### src/rtl/uart_tx_ctrl.sv
// UART TX frame sequencer: start, DATA_W data bits LSB first, optional parity, stop.
// Latency: frame begins the clk after the accepting edge; each bit period lasts PRESCALE clks.
// Backpressure: data_ready is high only in IDLE; words offered while busy are ignored.
// Optional: define UART_TX_TWO_STOP_EN for two stop bit periods per frame.
module uart_tx_ctrl #(
  parameter int DATA_W   = 8,
  parameter int PRESCALE = 16
) (
  input  logic              clk,
  input  logic              reset_n,
  input  logic              data_valid,
  input  logic [DATA_W-1:0] p_data,
  input  logic              par_en,
  input  logic              par_typ,
  output logic              data_ready,
  output logic              busy,
  output logic [1:0]        mux_sel,
  output logic              ser_data,
  output logic              parity_bit
);

  localparam int CNT_W = $clog2(PRESCALE);
  localparam int IDX_W = (DATA_W > 1) ? $clog2(DATA_W) : 1;
  localparam logic [CNT_W-1:0] CNT_LAST = CNT_W'(PRESCALE - 1);
  localparam logic [IDX_W-1:0] IDX_LAST = IDX_W'(DATA_W - 1);

  localparam logic [2:0] IDLE   = 3'd0;
  localparam logic [2:0] START  = 3'd1;
  localparam logic [2:0] DATA   = 3'd2;
  localparam logic [2:0] PARITY = 3'd3;
  localparam logic [2:0] STOP   = 3'd4;

  localparam logic [1:0] MUX_START = 2'b00;
  localparam logic [1:0] MUX_STOP  = 2'b01;
  localparam logic [1:0] MUX_DATA  = 2'b10;
  localparam logic [1:0] MUX_PAR   = 2'b11;

  logic [2:0]        state_q, state_d;
  logic [CNT_W-1:0]  cnt_q, cnt_d;
  logic [IDX_W-1:0]  idx_q, idx_d;
  logic [DATA_W-1:0] shift_q, shift_d;
  logic              par_en_q, par_en_d;
  logic              parity_q, parity_d;
  logic              busy_q, busy_d;
  logic [1:0]        mux_q, mux_d;
  logic              bit_end;

`ifdef UART_TX_TWO_STOP_EN
  // Marks that the first of the two stop periods has already elapsed.
  logic              stop_q, stop_d;
`endif

  assign bit_end    = (cnt_q == CNT_LAST);
  assign data_ready = (state_q == IDLE);
  assign busy       = busy_q;
  assign mux_sel    = mux_q;
  assign ser_data   = shift_q[0];
  assign parity_bit = parity_q;

  // Next-state: frame sequencing, bit-period timing and data shifting.
  always_comb begin
    state_d  = state_q;
    cnt_d    = cnt_q;
    idx_d    = idx_q;
    shift_d  = shift_q;
    par_en_d = par_en_q;
    parity_d = parity_q;
    busy_d   = busy_q;
    mux_d    = mux_q;
`ifdef UART_TX_TWO_STOP_EN
    stop_d   = stop_q;
`endif

    if (state_q != IDLE) begin
      cnt_d = bit_end ? '0 : cnt_q + 1'b1;
    end

    case (state_q)
      IDLE: begin
        if (data_valid) begin
          state_d  = START;
          shift_d  = p_data;
          par_en_d = par_en;
          parity_d = (^p_data) ^ par_typ;
          busy_d   = 1'b1;
          mux_d    = MUX_START;
          cnt_d    = '0;
          idx_d    = '0;
        end
      end
      START: begin
        if (bit_end) begin
          state_d = DATA;
          mux_d   = MUX_DATA;
        end
      end
      DATA: begin
        if (bit_end) begin
          shift_d = shift_q >> 1;
          if (idx_q == IDX_LAST) begin
            idx_d = '0;
            if (par_en_q) begin
              state_d = PARITY;
              mux_d   = MUX_PAR;
            end else begin
              state_d = STOP;
              mux_d   = MUX_STOP;
            end
          end else begin
            idx_d = idx_q + 1'b1;
          end
        end
      end
      PARITY: begin
        if (bit_end) begin
          state_d = STOP;
          mux_d   = MUX_STOP;
        end
      end
      STOP: begin
        if (bit_end) begin
`ifdef UART_TX_TWO_STOP_EN
          if (!stop_q) begin
            stop_d = 1'b1;
          end else begin
            stop_d  = 1'b0;
            state_d = IDLE;
            busy_d  = 1'b0;
          end
`else
          state_d = IDLE;
          busy_d  = 1'b0;
`endif
        end
      end
      default: begin
        state_d = IDLE;
        busy_d  = 1'b0;
        mux_d   = MUX_STOP;
        cnt_d   = '0;
        idx_d   = '0;
      end
    endcase
  end

  // State registers; reset aborts any frame in flight immediately.
  always_ff @(posedge clk or negedge reset_n) begin
    if (!reset_n) begin
      state_q  <= IDLE;
      cnt_q    <= '0;
      idx_q    <= '0;
      shift_q  <= '0;
      par_en_q <= 1'b0;
      parity_q <= 1'b0;
      busy_q   <= 1'b0;
      mux_q    <= MUX_STOP;
    end else begin
      state_q  <= state_d;
      cnt_q    <= cnt_d;
      idx_q    <= idx_d;
      shift_q  <= shift_d;
      par_en_q <= par_en_d;
      parity_q <= parity_d;
      busy_q   <= busy_d;
      mux_q    <= mux_d;
    end
  end

`ifdef UART_TX_TWO_STOP_EN
  // Stop-period counter for the second stop bit.
  always_ff @(posedge clk or negedge reset_n) begin
    if (!reset_n) begin
      stop_q <= 1'b0;
    end else begin
      stop_q <= stop_d;
    end
  end
`endif

endmodule
### config.mk
export PLATFORM = sky130hd
export DESIGN_NAME = uart_tx_ctrl
export DESIGN_NICKNAME = d
export VERILOG_FILES = /design/src/rtl/uart_tx_ctrl.sv
export SDC_FILE = /design/constraint.sdc
export NUM_CORES = 1
export LEC_CHECK = 0
export CORE_MARGIN = 10
export CORE_UTILIZATION = 50
export DETAILED_ROUTE_END_ITERATION = 16
export PLACE_DENSITY = 0.74
export REMOVE_ABC_BUFFERS = 1
export SLEW_MARGIN = 20
export SYNTH_ARGS = -nofsm -noshare
export SYNTH_HDL_FRONTEND = slang
export SYNTH_SLANG_ARGS = --single-unit
export TNS_END_PERCENT = 5
### constraint.sdc
create_clock -name clk -period 4.3 [get_ports clk]
set_input_delay 0.86 -clock clk [delete_from_list [all_inputs] [get_ports clk]]
set_output_delay 0.86 -clock clk [all_outputs]
set_load 0.005 [all_outputs]
Yosys cells after proc, flatten, opt, wreduce, memory -nomap -nowiden
Index checks and enable logic that the tools add are counted.

storage, ports and cells
  input port bits = 13
  register bits after elaboration = 23

cells by class
  equality and inequality tests = 12
  muxes and demuxes = 29
  add/sub/neg operators = 2
  bitwise operators = 4
  reduce and logical (&&, ||, !) cells = 13

operators by type and width
  cell                                           number
  two-way mux 3 bit                              10
  two-way mux 8 bit                              2
  one-hot mux 8 bit (2 select lines)             1
  one-hot mux 3 bit (5 select lines)             1
  two-way mux 2 bit                              6
  two-way mux 4 bit                              3
  != test 2 bit, second input constant           6
  AND reduction 6 bit                            2
  one-hot mux 2 bit (5 select lines)             1
  one-hot mux 3 bit (3 select lines)             1
  AND reduction 3 bit                            3
  one-hot mux 4 bit (2 select lines)             1
  XOR reduction 8 bit                            1
  == test 3 x 2 -> 1 bit, second input constant  2
  == test 3 bit, second input constant           2
  OR reduction 3 bit                             2
  adder 4 x 1 -> 4 bit, second input constant    1
  == test 4 bit, second input constant           1
  OR reduction 4 bit                             1
  adder 3 x 1 -> 3 bit, second input constant    1
  == test 3 x 1 -> 1 bit, second input constant  1
  logical NOT 3 bit                              1
  inverter 1 bit                                 3
  one-hot mux 1 bit (3 select lines)             1
  5 further kinds                                6

Logic depth before layout (Yosys ltp)
Gate-level depths: netlist (run 1).

  word-level depth = 5
  mapped depth = 6

Worst setup path before layout (run 1)
OpenSTA, ideal clock, no wires.

  kind = input to register
  start point = in data_valid
  end point = reg mux_q[0], in the netlist mux_sel[0]
  required time = 4.218 ns
  cell stages on the path = 5
  data arrival time = 1.788 ns
  setup slack = 2.431 ns
  cells stage by stage = buf_2 > nor2b_1 > a2111oi_4 > nor4b_1 > nor3_1

between the ends
  longest elaborated chain between the ends = 2

RTL lines
  what                           line  text
  from (decl)                    11    input logic data_valid,
  != test 2 bit (no line)        -
  AND reduction 6 bit (no line)  -
  to (signal assigned)           165   mux_q <= mux_d;
  to (decl)                      45    logic [1:0] mux_q, mux_d;

Every way passes these cells.
A chain may end at the register's enable or synchronous reset.

Worst setup path in the final report (run 1)
  start point = reg state_q[2]
  end point = out data_ready

between the ends
  longest elaborated chain between the ends = 1

RTL lines
  what                    line  text
  from (decl)             38    logic [2:0] state_q, state_d;
  from (signal assigned)  158   state_q <= state_d;
  logical NOT 3 bit       54    assign data_ready = (state_q == IDLE);
  to (decl)               15    output logic data_ready,

Every way passes these cells.

==> results of run 1 <==
[worst max path at each step]
stage / end / slack [ns] / cells after the start
2_1_floorplan: parity_bit$_DFFE_PN0P_ / 2.56 / 4
3_3_place_gp: mux_sel[0]$_DFFE_PN1P_ / 1.88 / 5
3_5_place_dp: mux_sel[0]$_DFFE_PN1P_ / 1.80 / 5
4_1_cts: data_ready / 1.54 / 2
5_1_grt: data_ready / 1.41 / 2
6_report: data_ready / 1.54 / 2
[metrics by stage]
| step | std cells | worst slack, ns | instance area (µm²) | power (W) | utilization [%] |
|---|---|---|---|---|---|
| 6_report | 185 | 1.54 | 1560 | 0.000808 | 61.3 |
| 5_1_grt | 185 | 1.41 | 1560 | 0.000868 | 61.3 |
| 4_1_cts | 185 | 1.54 | 1570 | 0.000812 | 61.5 |
| 3_5_place_dp | 181 | 1.80 | 1540 | 0.000713 | 60.5 |
| 3_3_place_gp | 181 | 1.88 | 1540 | 0.000695 | 60.5 |
| 2_1_floorplan | 133 | 2.56 | 1320 | 0.000591 | - |
[cell usage in the layout, fill, tap and decap left out, drive strengths merged, types with 2 or more instances in the layout]
cell	count
a22o	2
nand2b	4
clkbuf	4
xor2	2
inv	11
nand3b	2
nand2	8
nor2	6
ha	3
nor2b	3
nor3b	2
xnor2	5
nor3	4
a21oi	15
dfrtp	22
clkdlybuf4s50	17
o22ai	7
o21ai	13
nand3	5
[Yosys cell counts (all sizes together)]
cell and count:
nor4b 1, nand3b 2, nand2b 4, o41ai 1
o21ai 13, a21o 1, buf 7, and3 1
nand3 5, o22ai 7, a211o 1, ha 3
o2bb2ai 1, xnor2 5, mux2 1, a22o 2
dfrtp 22, o21ba 1, o221ai 1, nor2b 3
dfstp 1, xor2 2, a21oi 15, nand2 8
or3 1, nor3 4, a41oi 1, nand4b 1
nor2 6, o31ai 1, xnor3 1, a2111oi 1
and2 1, inv 11, a22oi 1, or2 1
clkbuf 1, nor3b 2
[power breakdown]
| part | switching, W | internal, W | leakage [nW] |
|---|---|---|---|
| Combinational | 0.000143 | 0.000165 | 0.376 |
| Clock | 0.0000654 | 0.0000363 | 0.0150 |
| Sequential | 0.0000962 | 0.000302 | 0.273 |
[area by class of cell]
cell class | count | area [µm²] | share of cell area (%)
multi-input combinational | 99 | 703 | 45.1
clock buffer | 4 | 26.3 | 1.68
timing repair buffer | 18 | 175 | 11.2
inverter | 11 | 41.3 | 2.65
tap | 30 | 37.5 | 2.41
sequential | 23 | 577 | 37.0
[per-layer routing]
metal / share of wire [%] / track usage, %
met5: 0 / 0
met4: 1.2 / 3.16
met3: 7.3 / 3.67
met2: 47 / 17.4
met1: 45 / 12.6
[flip-flops by register name, indices dropped and copies added (netlist names)]
name and cells:
shift_q 8, cnt_q 4, idx_q 3, state_q 3
mux_sel 2, busy 1, par_en_q 1, parity_bit 1
[critical path: stages (launching register included)]
cell and delay (ns):
dfrtp_1 0.66, nor3_2 0.37, clkdlybuf4s50_1 0.56
[kinds of logic after synthesis]
group                    after synthesis  synth area share (%)
AO/OA/AOI/OAI                         47                  24.0
AND/OR/NAND/NOR                       40                  17.6
flip-flops                            23                  42.1
buffers and inverters                 19                  6.66
XOR/XNOR                               8                  6.11
adder cells (fa/ha/maj)                3                  2.74
multiplexers                           1                 0.821
==> metrics.md, run 1 <==
| Metric | Value |
|---|---|
| Die W | `72.4 µm` |
| DP HPWL | `2020 µm` |
| Fin crit share | `64.1%` |
| Vias in the first global route | `1025` |
| Critical path class | `register to output port` |
| Via density per instance | `5.89` |
| F_max | `0.363 GHz` |
| Worst reg2reg path depth | `4` |
| Distinct cell type count after synthesis | `46` |
| Antenna violations before repair | `0` |
| Pleak | `0.664 nW` |
| Max_cap viols | `0` |
| IO buf count | `18` |
| Post-Syn Area | `1370 µm²` |
| Share of the synthesized area in the top cell type | `40.1%` |
| Arr. time, crit path | `1.90 ns` |
| First-pass GRT wire length | `4670 µm` |
| Clock latency on the worst-skew pair | `0.31 ns` |
| R2R Path Start | `state_q[2]$_DFFE_PN0P_` |
| Flop-to-flop setup slack | `2.35 ns` |
| Worst Setup End Kind | `output port` |
| Final Setup Violations | `0` |
| Layout area overhead | `13.8%` |
| HP Class | `primary input to asynchronous set/reset pin` |
| Antenna-violating nets left | `0` |
| Via count | `1090` |
| GR Util All Layers | `10.6%` |
| Htree depth | `1` |
| Total Nets Final | `172` |
| Initial DRC count | `36` |
| Synth area leaders | `dfrtp_1 (40%), a21oi_1 (5.5%), xnor2_1 (3.2%), inv_1 (3.0%), ha_1 (2.7%)` |
| Setup_tns | `0 ns` |
| Pins Over Slew Limit | `0` |
| CP Launch Point | `state_q[2]$_DFFE_PN0P_` |
| Power Density | `518 nW/µm²` |
| Reg2Reg Capture Point | `shift_q[5]$_DFFE_PN0P_` |
| Starting Density | `53.9%` |
| Drt first pass iters | `4` |
| Final hold viol count | `0` |
| Final hold slack | `0.495 ns` |
| Die Span Y | `72.4 µm` |
| Yosys warnings | `0` |
| Detailed Route WL | `2870 µm` |
| Clk sink count | `23` |
| Post-CTS Hold Buffers | `0` |
| Number of antenna diodes | `0` |
| RSZ-0062 raised after global routing | `false` |
| Worst Tran Pin Value | `0.707 ns` |
| VDD IR max | `0.319 mV` |
| Layout cells sized above 1 | `9.68%` |
| Synthesized area per cell | `9.73 µm²` |
| Clock Skew | `0.00360 ns` |
| CTS Buffer Depth | `2` |
| Die Area | `5240 µm²` |
| Clock transition at path regs | `0.12 ns` |
| Status | `complete, no violations` |
| Setup bufs post-CTS | `0` |
| TritonCTS Buffers | `3` |
| CTS root buf | `clkbuf_4` |
| Post-Syn Instances | `141` |
| Routability cong. | `0.759` |
| Remaining Overflow, GRT | `0` |
| Post_cts resized | `0` |
| Critical Path RT | `3.44 ns` |
| Worst Path Max Fanout | `22` |
| Row count | `18` |
| IO Pins | `19` |
| Minimum clock period | `2.76 ns` |
| Seq cells post-synth | `23` |
| Routed WL per cell | `15.5 µm` |
| Sequential share of the synthesized area | `42.1%` |
| FILL cells | `231` |
| CTS tree | `done` |
| Largest net degree at the start of global routing | `24` |
| Cell accounting for the most synthesized area | `dfrtp_1` |
| Crit start category | `register` |
| Placeable Area | `2540 µm²` |
| Drc violations | `0` |
| Slew Limit Headroom | `52.9%` |
(Power assumes the default switching activity.)
==> inputs of run 2 (changes only) <==
- clock period: 4.3 -> 2.7 ns (I/O delays scaled with it)
==> run 2 against run 1 <==
- cell area rose by 1.4%
- sequential share of layout area fell by 0.50 points
- hold slack improved by 0.010 ns
- combinational power rose by 61%
- die area did not move
- clock-buffer cell count fell by 1
- critical path depth did not move
==> metrics.md, run 2 (synthesized netlist as in run 1, its figures left out) <==
| Metric | Value |
|---|---|
| Status | `complete, no violations (unchanged)` |
| Final Setup Violations | `0 (unchanged)` |
| DP HPWL | `2140 µm (was 2020 µm)` |
| Antenna violations before repair | `0 (unchanged)` |
| Worst slack, placed | `0.515 ns (was 1.80 ns)` |
| Die W | `72.4 µm (unchanged)` |
| Htree depth | `1 (unchanged)` |
| Detailed Route WL | `2880 µm (was 2870 µm)` |
| Die Area | `5240 µm² (unchanged)` |
| Switching power total | `0.000487 W (was 0.000305 W)` |
| Largest net degree at the start of global routing | `24 (unchanged)` |
| CP top delay family | `flip-flops (unchanged)` |
| Worst Tran Pin Value | `0.557 ns (was 0.707 ns)` |
| Clock transition at path regs | `0.13 ns (was 0.12 ns)` |
| Arr. time, crit path | `1.82 ns (was 1.90 ns)` |
| Row count | `18 (unchanged)` |
| Sw Share | `37.8% (was 37.7%)` |
| Via count | `1082 (was 1090)` |
| Clock Skew | `0.00185 ns (was 0.00360 ns)` |
| Placeable Area | `2540 µm² (unchanged)` |
| Critical path class | `register to output port (unchanged)` |
| Routed WL per cell | `15.4 µm (was 15.5 µm)` |
| Routability cong. | `0.770 (was 0.759)` |
| F_max | `0.423 GHz` |
| RSZ-0062 raised after global routing | `false (unchanged)` |
| Clock latency on the worst-skew pair | `0.31 ns (about the same)` |
| Gate power share | `38.4% (was 38.2%)` |
| Drt first pass iters | `4 (unchanged)` |
| Antenna-violating nets left | `0 (unchanged)` |
| Number of antenna diodes | `0 (unchanged)` |
| Pins Over Slew Limit | `0 (unchanged)` |
| Worst path buffer plus inverter count | `1 (unchanged)` |
| Slowest Stage Delay on Critical Path | `0.59 ns (was 0.66 ns)` |
| CTS root buf | `clkbuf_4 (unchanged)` |
| Final Worst Setup Slack | `0.337 ns (was 1.54 ns)` |
| Sequential power share | `49.0% (was 49.3%)` |
| Setup bufs post-CTS | `0 (unchanged)` |
| Total Nets Final | `174 (was 172)` |
| Crit start category | `register (unchanged)` |
| Clk sink count | `23 (unchanged)` |
| Setup_tns | `0 ns (unchanged)` |
| Starting Density | `53.9% (unchanged)` |
| Final hold viol count | `0 (unchanged)` |
| Vias in the first global route | `1083 (was 1025)` |
| Max_cap viols | `0 (unchanged)` |
| IO buf count | `18 (unchanged)` |
| Worst path slowest cell | `dfrtp_1 (unchanged)` |
| First-pass GRT wire length | `4900 µm (was 4670 µm)` |
| Post-CTS Hold Buffers | `0 (unchanged)` |
| Most common cell after layout, fill and taps aside | `dfrtp_1 (unchanged)` |
| Most frequent cells in the layout | `dfrtp_1 (22), clkdlybuf4s50_1 (18), a21oi_1 (15) (was dfrtp_1 (22), clkdlybuf4s50_1 (17), a21oi_1 (15))` |
| Critical Path RT | `2.16 ns (was 3.44 ns)` |
| CTS Buffer Depth | `2 (unchanged)` |
| Layout cells sized above 1 | `10.8% (was 9.68%)` |
| Tot Pwr | `0.00129 W (was 0.000808 W)` |
| Worst Setup End Kind | `output port (unchanged)` |
| Via density per instance | `5.79 (was 5.89)` |
| Drc violations | `0 (unchanged)` |
| TritonCTS Buffers | `3 (unchanged)` |
| Remaining Overflow, GRT | `0 (unchanged)` |
| Die Span Y | `72.4 µm (unchanged)` |
| Fin crit share | `87.5%` |
| GR Util All Layers | `11.2% (was 10.6%)` |
| HP Class | `register to register (was primary input to asynchronous set/reset pin)` |
| Clk pwr share | `12.6% (about the same)` |
| CP Cell Sequence | `nor3_2, clkdlybuf4s50_1 (unchanged)` |
| Max FFs per register | `8 (unchanged)` |
| Regs by FF count | `shift_q x8, cnt_q x4 (unchanged)` |
| Post_cts resized | `0 (unchanged)` |
| IO Pins | `19 (unchanged)` |
| Slew Limit Headroom | `62.8% (was 52.9%)` |
| Internal power | `0.000802 W (was 0.000504 W)` |
| Power Density | `815 nW/µm² (was 518 nW/µm²)` |
| Most flops, register | `shift_q (unchanged)` |
| Pleak | `0.677 nW (was 0.664 nW)` |
| Layout area overhead | `15.3% (was 13.8%)` |
| Worst Path Max Fanout | `14 (was 22)` |
| VDD IR max | `0.537 mV (was 0.319 mV)` |
| Initial DRC count | `51 (was 36)` |
| CTS tree | `done (unchanged)` |
| Minimum clock period | `2.36 ns` |
-- run 2: path summary, 6_finish.rpt --
kind                                           to  cells after the start  slack [ns]                   start
max in group asynchronous  mux_sel[0]$_DFFE_PN1P_                      2        1.85                 reset_n
max reg2reg                shift_q[0]$_DFFE_PN0P_                      5        0.87      cnt_q[0]$_DFF_PN0_
min reg2reg                  idx_q[0]$_DFFE_PN0P_                      1        0.51    idx_q[0]$_DFFE_PN0P_
min in group asynchronous  shift_q[0]$_DFFE_PN0P_                      2        0.56                 reset_n
max                                    data_ready                      2        0.34  state_q[1]$_DFFE_PN0P_
min                          idx_q[0]$_DFFE_PN0P_                      1        0.51    idx_q[0]$_DFFE_PN0P_
-- run 2: power by group through the flow --
stage	combinational, W	sequential, W	clock, W
floorplan	0.000332	0.000609	0
global placement	0.000480	0.000627	0
detailed placement	0.000503	0.000637	0
CTS	0.000502	0.000630	0.000170
global route	0.000563	0.000654	0.000186
finish	0.000496	0.000632	0.000162
-- run 2: area by class of cell --
type | instances | area [µm²]
tap | 30 | 37.5
clock buffer | 3 | 22.5
inverter | 11 | 41.3
multi-input combinational | 99 | 703
timing repair buffer | 20 | 195
fill | 222 | 963
clock inverter | 1 | 5.00
sequential | 23 | 577
-- run 2: per-stage QoR --
| stage | instances | hold slack [ns] | utilization (%) | instance area, µm² |
|---|---|---|---|---|
| finish | 187 | 0.505 | 62.1 | 1580 |
| detailed placement | 183 | 0.486 | 61.1 | 1550 |
| CTS | 187 | 0.508 | 62.1 | 1580 |
| global placement | 183 | 0.467 | 61.1 | 1550 |
| global route | 187 | 0.537 | 62.1 | 1580 |
| floorplan | 133 | 0.244 | - | 1320 |
-- run 2: per-layer routing --
layer	wire, µm	track usage (%)
met5	0	0
met3	179	3.40
met4	42	4.01
met2	1360	18.4
met1	1290	13.5
==> inputs of run 3 (changes only) <==
- CORE_MARGIN: 10 -> 2
- CORE_UTILIZATION: 50 -> 51
- PLACE_DENSITY: 0.74 -> 0.75
==> run 3 against run 2 <==
- cell area barely moved
- core utilization is 0.51 points higher
- final cell count is the same
- critical path depth is the same
- clock skew hardly changed
- first-iteration DRC count down 65%
- combinational power barely moved
- power shrank 0.69%
- clock power fell by 5%
- via count is 1.6% higher
- critical path type unchanged
- critical endpoint unchanged
==> metrics.md, run 3 (synthesized netlist as in run 1, its figures left out) <==
| Metric | Value |
|---|---|
| Worst path buffer plus inverter count | `1 (unchanged)` |
| Regs by FF count | `shift_q x8, cnt_q x4 (unchanged)` |
| Fin crit share | `86.7% (was 87.5%)` |
| CTS tree | `done (unchanged)` |
| Power Density | `810 nW/µm² (was 815 nW/µm²)` |
| Critical path class | `register to output port (unchanged)` |
| Layout cells sized above 1 | `10.2% (was 10.8%)` |
| IO buf count | `18 (unchanged)` |
| First-pass GRT wire length | `4910 µm (was 4900 µm)` |
| CP Cell Sequence | `nor3_2, clkdlybuf4s50_1 (unchanged)` |
| Row count | `18 (unchanged)` |
| Drc violations | `0 (unchanged)` |
| Layout area overhead | `15.2% (was 15.3%)` |
| Max_cap viols | `0 (unchanged)` |
| Remaining Overflow, GRT | `0 (unchanged)` |
| Via density per instance | `5.88 (was 5.79)` |
| RSZ-0062 raised after global routing | `false (unchanged)` |
| Clock latency on the worst-skew pair | `0.30 ns (was 0.31 ns)` |
| Clk sink count | `23 (unchanged)` |
| Worst path slowest cell | `dfrtp_1 (unchanged)` |
| Crit start category | `register (unchanged)` |
| Htree depth | `1 (unchanged)` |
| Most flops, register | `shift_q (unchanged)` |
| FILL cells | `217 (was 222)` |
| Slowest Stage Delay on Critical Path | `0.58 ns (was 0.59 ns)` |
| Max FFs per register | `8 (unchanged)` |
| Largest net degree at the start of global routing | `24 (unchanged)` |
| Post-CTS Hold Buffers | `0 (unchanged)` |
| Tot Pwr | `0.00128 W (was 0.00129 W)` |
| Pins Over Slew Limit | `0 (unchanged)` |
| Drt first pass iters | `4 (unchanged)` |
| VDD IR max | `0.501 mV (was 0.537 mV)` |
| Vias in the first global route | `1103 (was 1083)` |
| F_max | `0.427 GHz (was 0.423 GHz)` |
| DP HPWL | `2010 µm (was 2140 µm)` |
| CTS root buf | `clkbuf_4 (unchanged)` |
| Starting Density | `54.4% (was 53.9%)` |
| Total Nets Final | `174 (unchanged)` |
| Via count | `1099 (was 1082)` |
| Routability cong. | `0.801 (was 0.770)` |
| Final hold viol count | `0 (unchanged)` |
| Final Setup Violations | `0 (unchanged)` |
| Status | `complete, no violations (unchanged)` |
| Worst Setup End Kind | `output port (unchanged)` |
| IO Pins | `19 (unchanged)` |
| Die Span Y | `55.9 µm (was 72.4 µm)` |
| Minimum clock period | `2.34 ns (was 2.36 ns)` |
| Detailed Route WL | `2720 µm (was 2880 µm)` |
| Post_cts resized | `0 (unchanged)` |
| Number of antenna diodes | `0 (unchanged)` |
| Final hold slack | `0.513 ns (was 0.505 ns)` |
| Setup bufs post-CTS | `0 (unchanged)` |
| Slew Limit Headroom | `61.5% (was 62.8%)` |
| CTS Buffer Depth | `2 (unchanged)` |
| Routed WL per cell | `14.5 µm (was 15.4 µm)` |
| Clock transition at path regs | `0.12 ns (was 0.13 ns)` |
| Die W | `55.9 µm (was 72.4 µm)` |
| Initial DRC count | `18 (was 51)` |
| Die Area | `3120 µm² (was 5240 µm²)` |
| Antenna-violating nets left | `0 (unchanged)` |
| Post-route cell area | `1580 µm² (about the same)` |
| Placeable Area | `2520 µm² (was 2540 µm²)` |
| Clock Skew | `0.00202 ns (was 0.00185 ns)` |
| Pleak | `0.674 nW (was 0.677 nW)` |
| Most frequent cells in the layout | `dfrtp_1 (22), clkdlybuf4s50_1 (18), a21oi_1 (15) (unchanged)` |
| Worst Tran Pin Value | `0.577 ns (was 0.557 ns)` |
| Arr. time, crit path | `1.80 ns (was 1.82 ns)` |
| Antenna violations before repair | `0 (unchanged)` |
| Cell Area, Placed | `1550 µm² (unchanged)` |
| Setup_tns | `0 ns (unchanged)` |
| TritonCTS Buffers | `3 (unchanged)` |
| Worst Path Max Fanout | `14 (unchanged)` |
| HP Class | `register to register (unchanged)` |
| Critical Path RT | `2.16 ns (about the same)` |
| Most common cell after layout, fill and taps aside | `dfrtp_1 (unchanged)` |
| GR Util All Layers | `19.8% (was 11.2%)` |
| CP top delay family | `flip-flops (unchanged)` |
## run 3: worst paths after layout
check / slack (ns) / cells past startpoint / startpoint / endpoint
setup / recovery: 0.36 / 2 / state_q[1]$_DFFE_PN0P_ / data_ready
hold / removal: 0.51 / 1 / idx_q[0]$_DFFE_PN0P_ / idx_q[0]$_DFFE_PN0P_
setup reg to reg: 0.84 / 5 / cnt_q[0]$_DFF_PN0_ / shift_q[6]$_DFFE_PN0P_
hold reg to reg: 0.51 / 1 / idx_q[0]$_DFFE_PN0P_ / idx_q[0]$_DFFE_PN0P_
max in group asynchronous: 1.85 / 2 / reset_n / mux_sel[0]$_DFFE_PN1P_
min in group asynchronous: 0.57 / 2 / reset_n / shift_q[0]$_DFFE_PN0P_
## run 3: power by group
group / switching, W / total, W / internal, W / leakage (nW)
logic: 0.000230 / 0.000495 / 0.000266 / 0.387
registers: 0.000150 / 0.000632 / 0.000481 / 0.273
clock network: 0.0000960 / 0.000154 / 0.0000576 / 0.0150
## run 3: area by class of cell
cell class	count	area (µm²)	share of cell area, %
multi-input combinational	99	703	44.5
sequential	23	577	36.5
timing repair buffer	20	195	12.4
inverter	11	41.3	2.61
tap	30	37.5	2.38
clock buffer	4	26.3	1.66
## run 3: per-stage QoR
stage	worst slack, ns	std cells	utilization [%]
2_1_floorplan	1.03	133	-
3_3_place_gp	0.605	183	61.6
3_5_place_dp	0.536	183	61.6
4_1_cts	0.362	187	62.6
5_1_grt	0.233	187	62.6
6_report	0.359	187	62.6
## run 3: layer usage
layer | part of all wire (%) | GRT usage [%] | vias up
li1 | - | - | 531
met1 | 44 | 24.1 | 530
met2 | 49 | 34.7 | 33
met3 | 5.1 | 4.19 | 5
met4 | 1.3 | 6.80 | 0
met5 | 0 | 0 | -
